File: config.mk
export PLATFORM = sky130hd
export DESIGN_NAME = rop3_stream
export DESIGN_NICKNAME = d
export VERILOG_FILES = /design/src/rtl/rop3_pkg.sv /design/src/rtl/rop3_ctrl.sv /design/src/rtl/rop3_stream.sv
export SDC_FILE = /design/constraint.sdc
export NUM_CORES = 1
export LEC_CHECK = 0
export ABC_AREA = 1
export CORE_MARGIN = 2
export CORE_UTILIZATION = 54
export DETAILED_ROUTE_END_ITERATION = 6
export HOLD_SLACK_MARGIN = 0.05
export PLACE_DENSITY_LB_ADDON = 0.08
export REMOVE_ABC_BUFFERS = 1
export SLEW_MARGIN = 20
export SYNTH_ARGS = -nofsm -noshare
export SYNTH_HDL_FRONTEND = slang
export SYNTH_SLANG_ARGS = --single-unit
File: constraint.sdc
create_clock -name clk -period 1.5 [get_ports clk]
set_input_delay 0.225 -clock clk [delete_from_list [all_inputs] [get_ports clk]]
set_output_delay 0.225 -clock clk [all_outputs]
set_load 0.005 [all_outputs]
File: src/rtl/rop3_pkg.sv
// Shared types and constants for the ROP3 streaming engine.
package rop3_pkg;

    // Beat sequencing: three load beats, then the result hand-off.
    typedef enum logic [1:0] {
        LOAD_P = 2'd0,
        LOAD_S = 2'd1,
        LOAD_D = 2'd2,
        OUT    = 2'd3
    } state_t;

    // Common raster-operation codes. Every 8-bit value is a legal code;
    // these names only document the usual ones.
    localparam logic [7:0] ROP_BLACKNESS   = 8'h00;
    localparam logic [7:0] ROP_NOTSRCERASE = 8'h11;
    localparam logic [7:0] ROP_NOTSRCCOPY  = 8'h33;
    localparam logic [7:0] ROP_SRCERASE    = 8'h44;
    localparam logic [7:0] ROP_DSTINVERT   = 8'h55;
    localparam logic [7:0] ROP_PATINVERT   = 8'h5A;
    localparam logic [7:0] ROP_SRCINVERT   = 8'h66;
    localparam logic [7:0] ROP_SRCAND      = 8'h88;
    localparam logic [7:0] ROP_MERGEPAINT  = 8'hBB;
    localparam logic [7:0] ROP_MERGECOPY   = 8'hC0;
    localparam logic [7:0] ROP_SRCCOPY     = 8'hCC;
    localparam logic [7:0] ROP_SRCPAINT    = 8'hEE;
    localparam logic [7:0] ROP_PATCOPY     = 8'hF0;
    localparam logic [7:0] ROP_PATPAINT    = 8'hFB;
    localparam logic [7:0] ROP_WHITENESS   = 8'hFF;

    // One bit of a ternary ROP: the code is an 8-entry truth table
    // indexed by {pattern, source, destination}.
    function automatic logic rop3_bit(input logic [7:0] mode,
                                      input logic       p,
                                      input logic       s,
                                      input logic       d);
        return mode[{p, s, d}];
    endfunction

endpackage

File: src/rtl/rop3_ctrl.sv
// Control path: beat sequencing, input/output handshakes and the
// completed-operation counter. Emits one load strobe per beat type.
module rop3_ctrl
    import rop3_pkg::*;
#(
    parameter int CNT_W = 8
) (
    input  logic             clk,
    input  logic             srst_n,
    input  logic             i_flush,
    input  logic             i_in_valid,
    input  logic             i_out_ready,
    output logic             o_in_ready,
    output logic             o_out_valid,
    output logic [CNT_W-1:0] o_op_cnt,
    output logic             o_load_p,
    output logic             o_load_s,
    output logic             o_load_d
);

    state_t           r_state;
    state_t           w_state_nxt;
    logic             r_out_valid;
    logic [CNT_W-1:0] r_op_cnt;
    logic             w_accept;
    logic             w_handoff;

    // in_ready depends on state only, so it never combinationally
    // follows in_valid or out_ready.
    assign o_in_ready = (r_state != OUT);
    assign w_accept   = i_in_valid & o_in_ready;
    assign w_handoff  = r_out_valid & i_out_ready;

    // A flushed beat must not reach the datapath.
    assign o_load_p = !i_flush && w_accept && (r_state == LOAD_P);
    assign o_load_s = !i_flush && w_accept && (r_state == LOAD_S);
    assign o_load_d = !i_flush && w_accept && (r_state == LOAD_D);

    assign o_out_valid = r_out_valid;
    assign o_op_cnt    = r_op_cnt;

    // Next-state decode; flush overrides every other transition.
    always_comb begin
        // NOTE: default first so every path assigns the variable and no latch is inferred.
        w_state_nxt = r_state;
        if (i_flush) begin
            w_state_nxt = LOAD_P;
        end else begin
            case (r_state)
                LOAD_P:  if (w_accept)    w_state_nxt = LOAD_S;
                LOAD_S:  if (w_accept)    w_state_nxt = LOAD_D;
                LOAD_D:  if (w_accept)    w_state_nxt = OUT;
                OUT:     if (i_out_ready) w_state_nxt = LOAD_P;
                default:                  w_state_nxt = LOAD_P;
            endcase
        end
    end

    // State, output-valid flag and hand-off counter.
    always_ff @(posedge clk or negedge srst_n) begin
        if (!srst_n) begin
            // NOTE: non-blocking assignments for all clocked state so every register samples pre-edge values.
            r_state     <= LOAD_P;
            r_out_valid <= 1'b0;
            r_op_cnt    <= '0;
        end else begin
            r_state <= w_state_nxt;
            if (i_flush) begin
                r_out_valid <= 1'b0;
            end else if (o_load_d) begin
                r_out_valid <= 1'b1;
            end else if (w_handoff) begin
                r_out_valid <= 1'b0;
            end
            if (!i_flush && w_handoff) begin
                r_op_cnt <= r_op_cnt + 1'b1;
            end
        end
    end

endmodule

File: src/rtl/rop3_stream.sv
// Streaming ternary raster-operation engine. Collects P, S, D beats and
// evaluates the latched 8-bit ROP3 code per bit through a lookup mux.
module rop3_stream
    import rop3_pkg::*;
#(
    parameter int N     = 8,
    parameter int CNT_W = 8
) (
    input  logic             clk,
    input  logic             srst_n,
    input  logic             flush,
    input  logic             in_valid,
    output logic             in_ready,
    input  logic [N-1:0]     Bitmap,
    input  logic [7:0]       Mode,
    output logic             out_valid,
    input  logic             out_ready,
    output logic [N-1:0]     Result,
    output logic [CNT_W-1:0] op_cnt
);

    logic [N-1:0] r_p;
    logic [N-1:0] r_s;
    logic [7:0]   r_m;
    logic [N-1:0] r_result;
    logic [N-1:0] w_rop;
    logic         w_load_p;
    logic         w_load_s;
    logic         w_load_d;

    rop3_ctrl #(
        .CNT_W (CNT_W)
    ) u_ctrl (
        .clk         (clk),
        .srst_n      (srst_n),
        .i_flush     (flush),
        .i_in_valid  (in_valid),
        .i_out_ready (out_ready),
        .o_in_ready  (in_ready),
        .o_out_valid (out_valid),
        .o_op_cnt    (op_cnt),
        .o_load_p    (w_load_p),
        .o_load_s    (w_load_s),
        .o_load_d    (w_load_d)
    );

    // D is consumed straight off the bus on its beat, so it needs no
    // holding register; the result register captures it instead.
    for (genvar gi = 0; gi < N; gi++) begin : g_lut
        assign w_rop[gi] = rop3_bit(r_m, r_p[gi], r_s[gi], Bitmap[gi]);
    end

    // Operand, mode and result registers, each loaded on its own beat.
    always_ff @(posedge clk or negedge srst_n) begin
        if (!srst_n) begin
            // NOTE: datapath registers are reset too, so Result reads 0 straight out of reset.
            r_p      <= '0;
            r_s      <= '0;
            r_m      <= '0;
            r_result <= '0;
        end else begin
            if (w_load_p) begin
                r_p <= Bitmap;
                r_m <= Mode;
            end
            if (w_load_s) begin
                r_s <= Bitmap;
            end
            if (w_load_d) begin
                r_result <= w_rop;
            end
        end
    end

    assign Result = r_result;

endmodule

# --- Word-level counts from Yosys, hierarchy flattened ---
# Cells that the tools add are included.
# W data, S select, Z words.
word_totals:
  latch_bits: 0
  mem_count: 0
  regBits: 43
  output_inout_bits: 18
  mem_bits_rw: 0
  input_bits: 21
  rom_bits: 0
classes:
  n_addsub: 1
  n_lt_le_gt_ge: 8
  n_eq_ne: 8
  bitwise: 2
  mul: 0
  mux: 25
  div_mod_pow: 0
  reduce_logical: 9
  shifts: 0
ops:
  columns: ["cell", "count"]
  rows:
  - ["$lt A3 B4 Y1 const B", 8]
  - ["$bmux W1 S3", 8]
  - ["$mux W1", 11]
  - ["$mux W2", 5]
  - ["$ne A3 B2 Y1 const B", 3]
  - ["$add A8 B1 Y8 const B", 1]
  - ["$pmux W2 S4", 1]
  - ["$logic_and A1 B1 Y1", 5]
  - ["$eq A2 B2 Y1 const B", 2]
  - ["$reduce_and A4 Y1", 1]
  - ["$ne A3 B3 Y1 const B", 1]
  - ["$reduce_bool A3 Y1", 1]
  - ["$and A1 B1 Y1", 2]
  - ["$eq A2 B1 Y1 const B", 1]
  - ["$logic_not A2 Y1", 1]
  - ["$ne A2 B2 Y1 const B", 1]
  - ["$logic_not A1 Y1", 1]

# --- Logic depth before layout (Yosys ltp) ---
# Gate-level depths: netlist of the first run.
logic_depth:
  word_depth: 6
  ltp_mapped: 8
  ltp_nobuf: 8

# --- Cells and area by module ---
# Synthesis of the first run repeated with hierarchy kept, for this count alone.
hier_totals:
  cells_unflattened: 347
  area_unflattened_um2: 2444.8
modules_own_cells:
  columns: ["mod", "instances", "seq_area_each_um2", "cells_per_inst", "area_per_inst_um2"]
  rows:
  - ["rop3_stream", 1, 800.8, 254, 1750.4]
  - ["rop3_ctrl", 1, 275.3, 93, 694.4]

# --- Worst setup path after synthesis of the first run ---
# No wires, ideal clock.
synth_path:
  path_type: "register to register"
  startpoint: "register u_ctrl.r_state[0]"
  endpoint: "register r_s[6]"
  synth_period_minus_slack_ns: 1.300
  required_time_ns: 1.379
  t_arrival_ns: 1.179
  path_buffers: 1
  setup_time_ns: 0.121
  stages_incl_launch_ff: 9
  path_slack_ns: 0.200
  path_cell_list: "dfrtp_1 -> ha_1 -> inv_2 -> nand2_2 -> inv_4 -> nand3_4 -> buf_6 -> nand2_1 -> o21ai_2"
synth_via:
  elab_chain_cells: 4
  elab_cells_between_ends: 5
  cone_classes: "2 x eq/ne; 1 x bitwise; 2 x reduce/logical"
synth_lines:
  columns: ["element", "line_no", "rtl"]
  rows:
  - ["start: declaration", "rop3_ctrl.sv:21", "state_t r_state;"]
  - ["start signal: assignment", "rop3_ctrl.sv:67", "r_state <= w_state_nxt;"]
  - ["$ne A2 B2 Y1", "rop3_ctrl.sv:30", "assign o_in_ready = (r_state != OUT);"]
  - ["net in_ready", "rop3_stream.sv:13", "output logic in_ready,"]
  - ["$and A1 B1 Y1", "rop3_ctrl.sv:31", "assign w_accept = i_in_valid & o_in_ready;"]
  - ["$logic_and A1 B1 Y1 (2 in a row)", "rop3_ctrl.sv:36", "assign o_load_s = !i_flush && w_accept && (r_state == LOAD_S);"]
  - ["end signal: assignment", "rop3_stream.sv:67", "r_s <= Bitmap;"]
  - ["end: declaration", "rop3_stream.sv:23", "logic [N-1:0] r_s;"]
# The timed path passes the listed nets, and every way through them passes these cells.
# A chain may end at the register's enable or synchronous reset.

# --- Worst setup path in the final report of the first run ---
layout_path:
  startpoint: "register u_ctrl.r_op_cnt[1], in the netlist u_ctrl.o_op_cnt[1]"
  endpoint: "output port op_cnt[1]"
layout_lines:
  columns: ["element", "line_no", "rtl"]
  rows:
  - ["start: declaration", "rop3_ctrl.sv:24", "logic [CNT_W-1:0] r_op_cnt;"]
  - ["start signal: assignment", "rop3_ctrl.sv:76", "r_op_cnt <= r_op_cnt + 1'b1;"]
  - ["end: declaration", "rop3_stream.sv:19", "output logic [CNT_W-1:0] op_cnt"]
# No word-level cell between the ends.

==> results of run 1 <==
-- registers in the layout (all words and copies together), names as in the netlist --
register / cells
r_s: 8
r_p: 8
u_ctrl.r_state: 2
u_ctrl.o_out_valid: 1
u_ctrl.o_op_cnt: 8
r_m: 8
Result: 8
-- power by group through the flow --
stage | registers (mW) | clock network, mW | logic [mW]
final | 1.92 | 0.949 | 2.29
after global routing | 1.98 | 1.00 | 2.57
after CTS | 1.92 | 0.956 | 2.22
after detailed placement | 1.94 | 0 | 2.17
after global placement | 1.95 | 0 | 2.13
after floorplan | 1.90 | 0 | 1.40
-- placed cells by master (no fill, tap or decap), types with 2 or more instances in the layout --
| master | count |
|---|---|
| inv_1 | 32 |
| nand3_2 | 2 |
| ha_1 | 3 |
| o21ai_0 | 4 |
| clkdlybuf4s50_1 | 35 |
| nor2_1 | 8 |
| nand3_4 | 5 |
| buf_4 | 13 |
| o21ai_1 | 8 |
| inv_4 | 3 |
| clkinv_1 | 8 |
| buf_12 | 3 |
| dfrtp_1 | 42 |
| clkbuf_8 | 6 |
| nand2_1 | 112 |
| ha_2 | 3 |
| xor2_1 | 2 |
| nor2_4 | 2 |
| a21oi_1 | 7 |
| o21ai_2 | 9 |
| nand3_1 | 60 |
| xnor2_1 | 4 |
-- layout make-up --
type | count | area share (%)
Timing Repair Buffer | 55 | 17.0
Multi-Input combinational cell | 233 | 38.2
Clock buffer | 6 | 2.58
Sequential cell | 43 | 33.7
Inverter | 44 | 5.40
Clock inverter | 2 | 1.10
Tap cell | 52 | 2.03
-- logic make-up after synthesis --
| logic type | count (synthesis) | synth area share (%) |
|---|---|---|
| compound gates | 29 | 7.22 |
| xor+xnor | 6 | 2.12 |
| fa+ha+maj | 6 | 3.03 |
| buf+inv | 48 | 8.68 |
| flops | 43 | 43.4 |
| simple gates | 191 | 35.5 |
-- synthesized netlist by cell type --
cell type / instances / share of area (%)
o21ai_1: 9 / 1.8
nand3_1: 60 / 12
buf_6: 4 / 1.8
nand2_1: 112 / 17
nand3_4: 4 / 2.8
nor2_1: 8 / 1.2
ha_1: 6 / 3.0
xor2_1: 2 / 0.71
nand2_2: 1 / 0.25
xnor2_1: 4 / 1.4
a21oi_2: 1 / 0.35
nor2_4: 2 / 0.91
clkinv_1: 8 / 1.2
nand4_1: 1 / 0.25
dfrtp_1: 43 / 43
nor3_1: 1 / 0.20
o21ai_2: 8 / 2.8
o21ai_0: 4 / 0.81
inv_4: 2 / 0.50
a21oi_1: 7 / 1.4
inv_2: 2 / 0.30
nand3_2: 2 / 0.81
inv_1: 32 / 4.8
-- repair_timing --
action	4_1_cts	5_1_grt
hold buffers	1	0
endpoints found under the setup margin	3	26
setup buffers	3	10
gates cloned	0	1
pin swaps	0	2
gates resized for setup	3	7
endpoints found under the hold margin	16	0
-- layer usage --
layer,up-vias,wire [um]
li1,1153,-
met1,1062,2530
met2,81,2920
met3,7,438
met4,0,61
met5,-,0
-- metrics by stage --
stage / setup WS (ns) / hold slack (ns)
detailed placement: 0.0364 / 0.178
finish: 0.0471 / 0.379
floorplan: 0.118 / -0.0706
CTS: 0.0213 / 0.396
global placement: 0.0289 / 0.183
global route: -0.00491 / 0.424
-- path summary, 6_finish.rpt --
check                                    from        end  slack, ns  depth (start not counted)
min                                    srst_n     r_m[1]       0.38                          2
max in group asynchronous              srst_n     r_p[0]       0.63                          3
max reg2reg                 u_ctrl.r_state[0]  Result[6]       0.09                          7
min reg2reg                         Result[0]  Result[0]       0.48                          2
min in group clk                    Result[0]  Result[0]       0.48                          2
max                        u_ctrl.o_op_cnt[1]  op_cnt[1]       0.05                          1
==> impl_metrics.env, run 1 <==
export IMPL_status="finished clean"
export IMPL_worstHoldPathType="in -> async"
export IMPL_crit_type="reg -> out"
export IMPL_crit_path_top_delay_cell="clkdlybuf4s50_1"
export IMPL_dr_pass1_iters=4
export IMPL_fin_util_pct=72.9
export IMPL_cp_end_kind="output pin"
export IMPL_die_y_um=71.8
export IMPL_intPower_mw=3.15
export IMPL_netlist_area_sq_mm=0.00248
export IMPL_postSynthAreaPerCell_sq_um=7.67
export IMPL_p_leak_nw=1.55
export IMPL_via_per_inst=5.29
export IMPL_arrival_ns=1.23
export IMPL_fin_tns_setup_ns=0
export IMPL_final_setup_viol_count=0
export IMPL_powerDensity_mw_per_mm2=1610
export IMPL_crit_chain="clkdlybuf4s50_1"
export IMPL_layout_drive_gt1_share_pct=14.1
export IMPL_critPathLaunchType="flip-flop"
export IMPL_h_tree_depth=2
export IMPL_fin_crit_ns=1.45
export IMPL_numCtsBuffers=5
export IMPL_use_met3_pct=3.80
export IMPL_layout_cells_non_filler=435
export IMPL_placed_cell_area_sq_mm=0.00293
export IMPL_grt_ovfl_total=0
export IMPL_power_switching_mw=2.02
export IMPL_cts_tree="done"
export IMPL_ioPinCount=39
export IMPL_hold_violations=0
export IMPL_antenna_cells=0
export IMPL_swShare_pct=39.1
export IMPL_ff_latch_area_sq_mm=0.00108
export IMPL_dp_cells=412
export IMPL_fmax_ghz=0.688
export IMPL_max_cap_violations=0
export IMPL_area_growth_pct=29.0
export IMPL_rows=24
export IMPL_p_clk_share_pct=18.4
export IMPL_fin_nets=409
export IMPL_grt_use_met2_pct=35.9
export IMPL_antenna_found_initial=0
export IMPL_multiInputGateArea_sq_mm=0.00122
export IMPL_insertion_delay_ns=0.30
export IMPL_syn_inst=323
export IMPL_grtUsageMet1_pct=33.7
export IMPL_cts_sinks=43
export IMPL_tightest_slew_ns=0.417
export IMPL_nFillCells=349
export IMPL_final_max_slew_viol_count=0
export IMPL_min_period_over_period_pct=96.9
export IMPL_critPathMaxStageDelay_ns=0.52
export IMPL_pwr_share_comb_pct=44.4
export IMPL_synth_warnings=0
export IMPL_worstPathRequired_ns=1.27
export IMPL_path_clk_slew_ns=0.08
export IMPL_fin_total_pwr_mw=5.16
export IMPL_cts_root_buf="clkbuf_8"
export IMPL_final_design_area_no_fill_sq_mm=0.00320
export IMPL_post_dp_hpwl_mm=3.78
export IMPL_grt_pass1_wl_mm=9.47
export IMPL_seqPwrFrac_pct=37.2
export IMPL_die_area_sq_mm=0.00515
export IMPL_synth_cell_types=23
export IMPL_grt_use_total_pct=23.4
export IMPL_skew_ns=0.00659
export IMPL_vias=2303
export IMPL_yosysSeqAreaShare_pct=43.4
export IMPL_start_util_pct=56.5
export IMPL_slew_headroom_pct=72.2
export IMPL_finalWirelength_mm=5.95
export IMPL_drt_iter0_markers=151
export IMPL_ys_seq_elements=43
export IMPL_gp_congestion=0.833
export IMPL_grt_pass1_vias=2022
export IMPL_crit_buf_inv=1
export IMPL_peakVddDrop_v=0.000923
export IMPL_ant_nets=0
export IMPL_clockBufferDepth=2
export IMPL_io_buffers=38
export IMPL_wire_per_inst_um=13.7
export IMPL_route_detailed_drc=0
export IMPL_grt_busiest_layer="met2"
export IMPL_die_w_um=71.8
export IMPL_cp_top_family="buffers and inverters"
export IMPL_grt_max_degree=28
export IMPL_core_area_sq_mm=0.00438
export IMPL_crit_fanout=4
No activity file was read; power rests on OpenSTA's default activity.
==> run 2, diff against run 1 <==
- SETUP_SLACK_MARGIN: default -> 0.5
==> run 2 against run 1 <==
  * Via count grew 11%
  * Register-to-register slack gained 0.04 ns
  * Non-clock buffer count grew 27
  * Total power grew 14%
  * Routed wire length grew 27%
  * Sequential share of layout area shrank 3.7 points
  * Critical path depth grew 6
  * Utilization grew 9.0 points
  * Clock skew grew 0.0038 ns
  * Clock power grew 1%
  * Critical endpoint is now r_s[0]
  * Largest cell class unchanged
  * Highest routed layer unchanged
==> impl_metrics.env, run 2 (synthesis gave the netlist of run 1 again) <==
export IMPL_core_area_sq_mm=0.00438
export IMPL_die_area_sq_mm=0.00515
export IMPL_area_growth_pct=44.9
export IMPL_cts_tree="done"
export IMPL_cp_end_kind="flip-flop"
export IMPL_grt_pass1_vias=2296
export IMPL_ant_nets=0
export IMPL_io_buffers=38
export IMPL_post_dp_hpwl_mm=3.78
export IMPL_peakVddDrop_v=0.000972
export IMPL_clockBufferDepth=2
export IMPL_final_common_cell="nand2_1"
export IMPL_route_detailed_drc=0
export IMPL_worstHoldPathType="in -> async"
export IMPL_start_util_pct=56.5
export IMPL_rsz0062_at_grt="true"
export IMPL_slew_headroom_pct=70.6
export IMPL_antenna_found_initial=0
export IMPL_max_cap_violations=0
export IMPL_rows=24
export IMPL_intPower_mw=3.46
export IMPL_hold_violations=0
export IMPL_vias=2555
export IMPL_crit_path_end="r_s[0]"
export IMPL_final_setup_viol_count=0
export IMPL_fin_tns_setup_ns=0
export IMPL_grt_max_degree=28
export IMPL_dr_pass1_iters=5
export IMPL_status="finished clean"
export IMPL_arrival_ns=1.55
export IMPL_skew_ns=0.0104
export IMPL_crit_fanout=8
export IMPL_critPathLaunchType="flip-flop"
export IMPL_fmax_ghz=0.731
export IMPL_fin_crit_ns=1.37
export IMPL_die_y_um=71.8
export IMPL_gp_congestion=0.833
export IMPL_drt_met1_wl_mm=3.08
export IMPL_antenna_cells=0
export IMPL_mostFrequentLayoutCells="nand2_1, nand3_1, dfrtp_1"
export IMPL_grt_use_total_pct=27.9
export IMPL_numCtsBuffers=5
export IMPL_tightest_slew_ns=0.440
export IMPL_drt_iter0_markers=271
export IMPL_r2r_end="r_s[0]"
export IMPL_p_leak_nw=1.76
export IMPL_power_switching_mw=2.40
export IMPL_final_max_slew_viol_count=0
export IMPL_crit_type="reg -> reg"
export IMPL_path_clk_slew_ns=0.09
export IMPL_grt_pass1_wl_mm=11.1
export IMPL_dp_slack_ns=0.0364
export IMPL_seqPwrFrac_pct=33.5
export IMPL_cts_sinks=43
export IMPL_routed_top_layer="met4"
export IMPL_layout_setup_ws_ns=0.132
export IMPL_p_clk_share_pct=16.4
export IMPL_h_tree_depth=2
export IMPL_die_w_um=71.8
export IMPL_pwr_share_comb_pct=50.1
export IMPL_powerDensity_mw_per_mm2=1630
export IMPL_dr_wl_met3_um=397
export IMPL_fin_nets=437
export IMPL_finalWirelength_mm=7.55
export IMPL_nFillCells=261
export IMPL_r2r_slack_ns=0.13
export IMPL_insertion_delay_ns=0.30
export IMPL_cts_root_buf="clkbuf_8"
export IMPL_layout_drive_gt1_share_pct=33.8
export IMPL_min_period_over_period_pct=91.2
export IMPL_grt_ovfl_total=0
export IMPL_crit_start="u_ctrl.r_state[1]"
export IMPL_ioPinCount=39
export IMPL_reg2reg_from="u_ctrl.r_state[1]"
export IMPL_swShare_pct=40.9
export IMPL_worstPathRequired_ns=1.68
export IMPL_wire_per_inst_um=16.3
export IMPL_wl_met2_mm=3.80
export IMPL_via_per_inst=5.52
export IMPL_r2r_cells=7
==> run 2: cell count changes in the layout (fill, tap and decap cells not counted), sizes merged <==
cell / before / now
buf: 17 / 62
clkdlybuf4s50: 35 / 17
clkinvlp: 0 / 1
dlygate4sd2: 1 / 2
dlymetal6s2s: 1 / 0
==> run 2: timing repair <==
item | in CTS | in global routing
cloned | 2 | 0
setup buffers | 30 | 10
endpoints found under the hold margin | 16 | 0
setup endpoints to repair | 59 | 60
hold buffers | 1 | 0
gates resized for setup | 116 | 39
pin swaps | 23 | 12
==> run 2: per-layer routing <==
metal,vias up,GRT usage [%]
li1,1211,-
met5,-,0
met4,0,11.3
met2,118,45.7
met3,25,4.22
met1,1201,37.3
==> run 2: worst min path at each step <==
stage                            to  slack [ns]  cells past startpoint
after floorplan           Result[0]       -0.07                      0
after global placement       r_m[7]        0.18                      1
after detailed placement     r_m[1]        0.18                      1
after CTS                    r_m[1]        0.40                      2
after global routing         r_m[1]        0.42                      2
final                        r_m[1]        0.39                      2
==> run 2: layout make-up <==
type	instances	area (sq um)	share of cell area, %
flip-flops and latches	43	1080	30.0
repair inverters	1	7.51	0.209
inverters	44	193	5.36
clock inverters	2	35.0	0.975
clock buffers	6	82.6	2.30
well taps	52	65.1	1.81
repair buffers	82	734	20.4
multi-input cells	233	1400	38.9
==> run 2: power groups by stage <==
| stage | Combinational (mW) | Sequential [mW] | Clock [mW] |
|---|---|---|---|
| after floorplan | 1.40 | 1.90 | 0 |
| after global placement | 2.13 | 1.95 | 0 |
| final | 2.94 | 1.96 | 0.960 |
| after CTS | 2.57 | 1.90 | 0.956 |
| after global routing | 3.22 | 2.00 | 1.01 |
| after detailed placement | 2.17 | 1.94 | 0 |
==> run 2: stage by stage <==
stage	hold slack [ns]	util, %	std cells	power, mW	area, sq um
after detailed placement	0.178	66.9	412	4.11	2930
final	0.391	81.9	463	5.86	3590
after floorplan	-0.0706	-	319	3.30	2430
after global routing	0.420	81.9	463	6.23	3590
after CTS	0.396	77.3	453	5.43	3390
after global placement	0.183	66.9	412	4.07	2930
==> run 2: worst max-delay path, stage by stage, from the launching register on <==
cell     delay (ns)
dfrtp_1        0.42
buf_6          0.15
inv_6          0.07
ha_4           0.16
buf_12         0.11
nand3_4        0.17
nand2_2        0.13
o21ai_2        0.05
==> run 3, diff against run 2 <==
- HOLD_SLACK_MARGIN: 0.05 -> default
==> results of run 3 <==
The final DEF is identical to that of run 2; final timing and power are the same.
